`src/rtl/hazard_pkg.sv`:
```
// Shared definitions for the pipeline hazard-control unit: FSM encoding,
// default register-address width and the hard-wired zero register.
package hazard_pkg;

  typedef enum logic {
    IDLE = 1'b0,
    HOLD = 1'b1
  } state_t;

  localparam int REG_AW_DEF = 5;
  localparam int ZERO_REG   = 0;
  // Wide enough to hold LOAD_LAT-1 for the largest supported load latency (15).
  localparam int LAT_W      = 4;

endpackage

```
`src/rtl/stall_counter.sv`:
```
// Saturating up-counter with enable and asynchronous active-low clear.
module stall_counter #(
  parameter int CNT_W = 16
) (
  input  logic             clk,
  input  logic             rst_n,
  input  logic             en,
  output logic [CNT_W-1:0] count
);

  // NOTE: sequential state is written with <= so every flop samples pre-edge values.
  always_ff @(posedge clk or negedge rst_n) begin
    if (!rst_n) begin
      count <= '0;
    end else if (en && (count != '1)) begin
      count <= count + 1'b1;
    end
  end

endmodule

```
`src/rtl/hazard_ctrl.sv`:
```
// Hazard-control unit for the 5-stage MIPS pipeline: load-use and branch-operand
// stalls, multi-cycle load stall sequencing, taken-branch flush and stall counting.
module hazard_ctrl
  import hazard_pkg::*;
#(
  parameter int REG_AW       = REG_AW_DEF,
  parameter int LOAD_LAT     = 1,
  parameter int BRANCH_IN_ID = 1,
  parameter int CNT_W        = 16
) (
  input  logic              Clk,
  input  logic              Rst_n,
  input  logic              EX_MemRead,
  input  logic              EX_RegWrite,
  input  logic [REG_AW-1:0] EX_WriteReg,
  input  logic              MEM_MemRead,
  input  logic [REG_AW-1:0] MEM_WriteReg,
  input  logic [REG_AW-1:0] ID_Rs,
  input  logic [REG_AW-1:0] ID_Rt,
  input  logic              ID_UseRs,
  input  logic              ID_UseRt,
  input  logic              ID_Branch,
  input  logic              ID_Taken,
  output logic              PC_Write,
  output logic              IFID_Write,
  output logic              IFID_Flush,
  output logic              IDEX_Bubble,
  output logic [CNT_W-1:0]  Stall_Cnt
);

  localparam logic [LAT_W-1:0] HOLD_INIT = LAT_W'(LOAD_LAT - 1);
  localparam logic [REG_AW-1:0] REG_ZERO = REG_AW'(ZERO_REG);

  state_t           state, state_nxt;
  logic [LAT_W-1:0] rem, rem_nxt;
  logic             ex_hit, mem_hit, lu, bh, stall_raw, stall;

  // Register 0 is hard-wired, so a write to it can never create a dependency.
  assign ex_hit  = (EX_WriteReg != REG_ZERO) &&
                   ((ID_UseRs && (ID_Rs == EX_WriteReg)) || (ID_UseRt && (ID_Rt == EX_WriteReg)));
  assign mem_hit = (MEM_WriteReg != REG_ZERO) &&
                   ((ID_UseRs && (ID_Rs == MEM_WriteReg)) || (ID_UseRt && (ID_Rt == MEM_WriteReg)));

  assign lu = EX_MemRead && ex_hit;
  assign bh = (BRANCH_IN_ID != 0) && ID_Branch &&
              ((EX_RegWrite && ex_hit) || (MEM_MemRead && mem_hit));

  always_ff @(posedge Clk or negedge Rst_n) begin
    if (!Rst_n) begin
      state <= IDLE;
      rem   <= '0;
    end else begin
      state <= state_nxt;
      rem   <= rem_nxt;
    end
  end

  // NOTE: every output of this block is defaulted first, so no path infers a latch.
  always_comb begin
    state_nxt = state;
    rem_nxt   = rem;
    stall_raw = 1'b0;
    unique case (state)
      IDLE: begin
        stall_raw = lu || bh;
        if (lu && (LOAD_LAT > 1)) begin
          state_nxt = HOLD;
          rem_nxt   = HOLD_INIT;
        end
      end
      HOLD: begin
        stall_raw = 1'b1;
        if (rem == LAT_W'(1)) begin
          state_nxt = IDLE;
        end else begin
          rem_nxt = rem - 1'b1;
        end
      end
      default: state_nxt = IDLE;
    endcase
  end

  // Outputs must show reset values while reset is held, even with hazards on the inputs.
  assign stall       = Rst_n && stall_raw;
  assign PC_Write    = !stall;
  assign IFID_Write  = !stall;
  assign IDEX_Bubble = stall;
  // Branch operands are stale during a stall, so a taken resolution is ignored then.
  assign IFID_Flush  = Rst_n && !stall_raw && ID_Taken;

  stall_counter #(
    .CNT_W(CNT_W)
  ) u_stall_counter (
    .clk  (Clk),
    .rst_n(Rst_n),
    .en   (stall),
    .count(Stall_Cnt)
  );

endmodule
```
`config.mk`:
```
export PLATFORM = sky130hd
export DESIGN_NAME = hazard_ctrl
export DESIGN_NICKNAME = d
export VERILOG_FILES = /design/src/rtl/hazard_pkg.sv /design/src/rtl/stall_counter.sv /design/src/rtl/hazard_ctrl.sv
export SDC_FILE = /design/constraint.sdc
export NUM_CORES = 1
export LEC_CHECK = 0
export CORE_ASPECT_RATIO = 2
export CORE_MARGIN = 3
export CORE_UTILIZATION = 45
export CTS_CLUSTER_DIAMETER = 30
export DETAILED_ROUTE_END_ITERATION = 10
export PLACE_DENSITY = 0.8
export SYNTH_ARGS = -nofsm -noshare
export SYNTH_HDL_FRONTEND = slang
export SYNTH_HIERARCHICAL = 1
export SYNTH_SLANG_ARGS = --single-unit
```
`constraint.sdc`:
```
create_clock -name Clk -period 2.1 [get_ports Clk]
set_input_delay 0.42 -clock Clk [delete_from_list [all_inputs] [get_ports Clk]]
set_output_delay 0.42 -clock Clk [all_outputs]
set_load 0.05 [all_outputs]
```
; Word level (Yosys, flattened, before mapping)
; Cells that the tools add are included.
[classes]
reduce_logical = 23
n_bitwise = 2
n_addsub = 2
n_mux = 3
eq_ne = 6
[ops]
columns = cell, n
row1 = $eq A5 B5 Y1, 4
row2 = $add A16 B1 Y16 const B, 1
row3 = $ne A16 B16 Y1 const B, 1
row4 = $logic_and A1 B1 Y1, 14
row5 = $reduce_bool A5 Y1, 2
row6 = $eq A4 B1 Y1 const B, 1
row7 = $logic_or A1 B1 Y1, 4
row8 = $sub A4 B1 Y4 const B, 1
row9 = $logic_not A1 Y1, 2
row10 = $mux W1, 2
row11 = $not A1 Y1, 2
row12 = $pmux W1 S2, 1
row13 = $reduce_and A2 Y1, 1
[totals]
inputBits = 29
elab_cells = 39
out_inout_bits = 20
ff_bits = 21

; Depth between registers and ports, before layout
[depth]
depth_word = 12
ltp_mapped = 9
depth_no_buf = 9

; Hierarchy
; The synthesis kept the hierarchy.
[modules_own_cells]
columns = module, cells_per_inst, area_each_um2, instances
row1 = stall_counter, 72, 859.6, 1
row2 = hazard_ctrl, 62, 528.0, 1

; Worst setup path before layout
; No wires, ideal clock.
[synth_path]
path_type = input -> output
start = input port EX_WriteReg[1]
end = output port PC_Write
arrival_ns = 2.650
stages = 5
n_path_buf = 1
slack_ns = -0.970
path_cell_list = or4_1 nor2_1 a211oi_2 o21ai_0 buf_4
[synth_between]
elab_chain_len = 11
elab_cells_between_ends = 15
[synth_rtl]
columns = element, line
row1 = start: declaration, hazard_ctrl.sv:15  ; input logic [REG_AW-1:0] EX_WriteReg,
row2 = $eq A5 B5 Y1, hazard_ctrl.sv:40  ; ((ID_UseRs && (ID_Rs == EX_WriteReg)) || (ID_UseRt && (ID_Rt == EX_WriteReg)));
row3 = $logic_and A1 B1 Y1, hazard_ctrl.sv:40
row4 = $logic_or A1 B1 Y1, hazard_ctrl.sv:40
row5 = $logic_and A1 B1 Y1 (*), hazard_ctrl.sv:39  ; assign ex_hit = (EX_WriteReg != REG_ZERO) &&
row6 = $logic_and A1 B1 Y1, hazard_ctrl.sv:46  ; ((EX_RegWrite && ex_hit) || (MEM_MemRead && mem_hit));
row7 = $logic_or A1 B1 Y1, hazard_ctrl.sv:46
row8 = $logic_and A1 B1 Y1, hazard_ctrl.sv:45  ; assign bh = (BRANCH_IN_ID != 0) && ID_Branch &&
row9 = $logic_or A1 B1 Y1 (*), hazard_ctrl.sv:65  ; stall_raw = lu || bh;
row10 = $pmux W1 S2 (*), hazard_ctrl.sv:63  ; unique case (state)
row11 = $logic_and A1 B1 Y1 (*), hazard_ctrl.sv:84  ; assign stall = Rst_n && stall_raw;
row12 = $logic_not A1 Y1 (*), n/a
row13 = end: declaration, hazard_ctrl.sv:24  ; output logic PC_Write,
; Every way passes the cells marked *; elsewhere a longest branch is shown, timed or not.

; Final worst setup path
[layout_path]
start = input port ID_Rt[3]
end = output port IDEX_Bubble
[layout_between]
elab_chain_len = 10
elab_cells_between_ends = 16
[layout_rtl]
columns = element, line
row1 = start: declaration, hazard_ctrl.sv:19  ; input logic [REG_AW-1:0] ID_Rt,
row2 = "$eq A5 B5 Y1, on equally long branches", "hazard_ctrl.sv:40, hazard_ctrl.sv:42"
row3 = "$logic_and A1 B1 Y1, on equally long branches", "hazard_ctrl.sv:40, hazard_ctrl.sv:42"
row4 = "$logic_or A1 B1 Y1, on equally long branches", "hazard_ctrl.sv:40, hazard_ctrl.sv:42"
row5 = "$logic_and A1 B1 Y1, on equally long branches", "hazard_ctrl.sv:39, hazard_ctrl.sv:41"
row6 = $logic_and A1 B1 Y1, hazard_ctrl.sv:46
row7 = $logic_or A1 B1 Y1, hazard_ctrl.sv:46
row8 = $logic_and A1 B1 Y1, hazard_ctrl.sv:45
row9 = $logic_or A1 B1 Y1 (*), hazard_ctrl.sv:65
row10 = $pmux W1 S2 (*), hazard_ctrl.sv:63
row11 = $logic_and A1 B1 Y1 (*), hazard_ctrl.sv:84
row12 = end: declaration, hazard_ctrl.sv:27  ; output logic IDEX_Bubble,
; Marked as above.

==> metrics.md <==
| Metric | Value |
|---|---|
| Status | `complete, but fails checks` |
| Failing checks | `setup timing` |
| Slew margin rel. | `about two thirds` |
| Critical setup path kind | `in2out` |
| Seq cells post-synth | `21` |
| Antenna violations before repair | `0` |
| Place WS | `-658 ps` |
| Port bufs | `48` |
| Hold WS | `479 ps` |
| Hold Startpoint | `rem[3]` |
| Final Setup Violations | `16` |
| Most common library cells after synthesis | `21 x dfrtp_1, 19 x xnor2_1, 12 x nand2_1` |
| DRT Wirelength | `approximately 5000 microns` |
| Syn_area_per_cell | `between 10 and 15 sq um` |
| Fin nets | `246` |
| H-Tree Depth | `1` |
| Asr flop ratio synth | `100%` |
| CP Launch Point | `ID_Rt[3]` |
| Power Total | `1060 uW` |
| Chip width | `about 45 microns` |
| GR Util met2 | `about half` |
| Sequential share of the synthesized area | `between 30% and 40%` |
| Reg2reg setup slack | `around 270 ps` |
| Yosys top cell area share | `between 30% and 40%` |
| Critical path launch point type | `input pin` |
| Critical path arrival | `between 1500 and 2000 ps` |
| Synth area leader | `dfrtp_1` |
| First-pass GRT wire length | `between 7000 and 8000 microns` |
| Layout area overhead | `69.7%` |
| TritonCTS clock tree | `done` |
| GRT Residual Overflow | `0` |
| GPL Wtd Cong | `0.836` |
| FP Rows | `27` |
| Post-Syn Area | `between 1000 and 1500 sq um` |
| Layout cells sized above 1 | `43.2%` |
| Leak | `between 0.001 and 0.0015 uW` |
| Pre-Repair DR Iteration Count | `4` |
| Worst EP required | `1680 ps` |
| # diodes | `0` |
| Synth Area in Adders | `2.71%` |
| Core area | `approximately 2800 sq um` |
| DRC Markers | `0` |
| Vert. Die Dim | `about 85 microns` |
| Mapped Cells | `about 130` |
| Initial Util | `48.9%` |
| Cell with the most instances after synthesis | `dfrtp_1` |
| Vias in the first global route | `around 1,600` |
| Num ports | `between 40 and 50` |
| Avg Vias per Cell | `roughly 6` |
| Simple-gate share of the synthesized area | `between 20% and 30%` |
| Period Utilization, post-route | `111%` |
| Met3 Use GR | `2.36%` |
| 1st-iter DRT viols | `36` |
| Multi-input gate area in the final layout | `roughly 1000 sq um` |
| Unrepaired setup endpoints after global routing | `yes` |
| Syn nets | `around 170` |
| Most used DFF post-synth | `dfrtp_1` |
| Synth Area in Compound Gates | `11.9%` |
| Via count | `roughly 1,500` |
| Clock Path Buffers | `2` |
| Post-synthesis xor/xnor area fraction | `between 10% and 20%` |
| Max Slew Vio Count | `0` |
| Wire length per cell | `between 20 and 25 microns` |
| Clock latency on the worst-skew pair | `roughly 260 ps` |
| Achievable Freq | `around 430 MHz` |
| PwrDens | `around 450 nW/um^2` |
| GRT Overall Usage | `around a quarter` |
| Worst-path fanout max | `2` |
| Synth area leaders | `dfrtp_1 38%, xnor2_1 12%, xor2_1 6.9%` |
| Reg clk slew, reported paths | `roughly 70 ps` |
| Largest family of logic cells by synthesized area | `simple AND/OR/NAND/NOR gates` |
| Post-synth EDFFs | `0` |
| Post-synthesis mux area share | `less than 1%` |
| Clock buffers created by TritonCTS | `3` |
| Synth cell types | `36` |
| Reg area | `~530 sq um` |
| Final Skew | `4.31 ps` |
| Final HPWL DP | `3310 microns` |
| Worst VDD drop | `0.600 mV` |
| Clock Sink Count | `21` |
| Routing usage on met1 | `about a quarter` |
| Clk root buf | `clkbuf_8` |
| Worst Setup Slack, final | `-235 ps` |
| Synth warn | `6` |
| Largest net degree at the start of global routing | `17` |
| Global route hottest layer | `met2` |
| DRT antenna net count | `0` |
| Setup crit end kind | `output port` |
| Slew @ Worst Pin | `roughly 510 ps` |
| Filler cells | `161` |
| HP Class | `reg2reg` |
| Hold-fix buffers, CTS | `0` |
| R2r startpoint | `state` |
| Max-cap viol count | `0` |
| Full die area | `~3800 sq um` |
| Final Hold Fails | `0` |
| Period minus WS final | `~2300 ps` |
-- metrics by stage --
stage | setup TNS, ps | cell area, sq um | util, % | instances
2_1_floorplan | -2790 | 1420 | - | 134
3_3_place_gp | -10220 | 2080 | 73.3 | 229
3_5_place_dp | -11210 | 2080 | 73.3 | 229
4_1_cts | -1120 | 2220 | 78.3 | 238
5_1_grt | -3280 | 2350 | 83.0 | 242
6_report | -1740 | 2350 | 83.0 | 242
-- state kept, by name, indices dropped and copies added (netlist names) --
| name | count |
|---|---|
| u_stall_counter/count | 16 |
| rem | 4 |
| state | 1 |
-- critical path: stages --
cell	delay, ps
buf_4	130
buf_6	110
xnor2_2	120
nand4_1	120
o22ai_2	90
a41o_1	290
o21a_4	240
buf_4	140
buf_6	110
buf_12	140
-- cell type report --
cell class / count / area share [%]
flip-flops and latches: 21 / 22.3
clock inverters: 1 / 0.213
repair buffers: 76 / 29.8
multi-input cells: 109 / 43.9
clock buffers: 3 / 1.75
inverters: 3 / 0.478
well taps: 29 / 1.54
-- layout by cell type, fill, tap and decap left out, drive strengths merged, types with 2 or more instances in the layout --
cell type / synthesis / layout
a21oi: 4 / 4
a31oi: 3 / 3
and3: 2 / 2
and4: 3 / 3
buf: 1 / 46
clkbuf: 0 / 8
clkdlybuf4s50: 0 / 20
dfrtp: 21 / 21
dlymetal6s2s: 0 / 3
ha: 3 / 3
inv: 3 / 3
nand2: 12 / 12
nand3: 8 / 8
nand4: 12 / 12
nor2: 6 / 6
nor3: 3 / 3
nor4: 5 / 5
o21a: 6 / 6
o21ai: 3 / 3
xnor2: 19 / 19
xor2: 11 / 11
-- layer usage --
metal | vias to the layer above | share of wire (%)
met4 | 0 | 4.1
met1 | 705 | 33
li1 | 653 | -
met2 | 78 | 57
met3 | 17 | 5.7
met5 | - | 0
-- cell families after synthesis --
kind of cell	after synthesis
AND/OR/NAND/NOR	53
XOR/XNOR	30
AO/OA/AOI/OAI	22
flip-flops	21
buffers and inverters	4
adder cells (fa/ha/maj)	3
multiplexers	1
-- what timing repair did --
action	4_1_cts	5_1_grt
setup buffers	5	6
setup endpoints to repair	20	20
pin swaps	21	24
gates resized for setup	84	42
-- final timing paths --
check                                                 end  cells after the start
worst min-delay path                               rem[3]                      1
min in group asynchronous                          rem[1]                      2
worst max-delay path                          IDEX_Bubble                     10
worst max register to register   u_stall_counter/count[8]                      9
worst min register to register                     rem[3]                      1
max in group asynchronous       u_stall_counter/count[10]                      2
-- report_power, final --
part           switching [uW]  leakage, uW  internal [uW]  total, uW
Combinational             185     0.000809            158        343
Clock                     131    0.0000255            132        263
Sequential               29.5     0.000291            423        452
Total                     346      0.00113            713       1060
(Power assumes the default switching activity.)
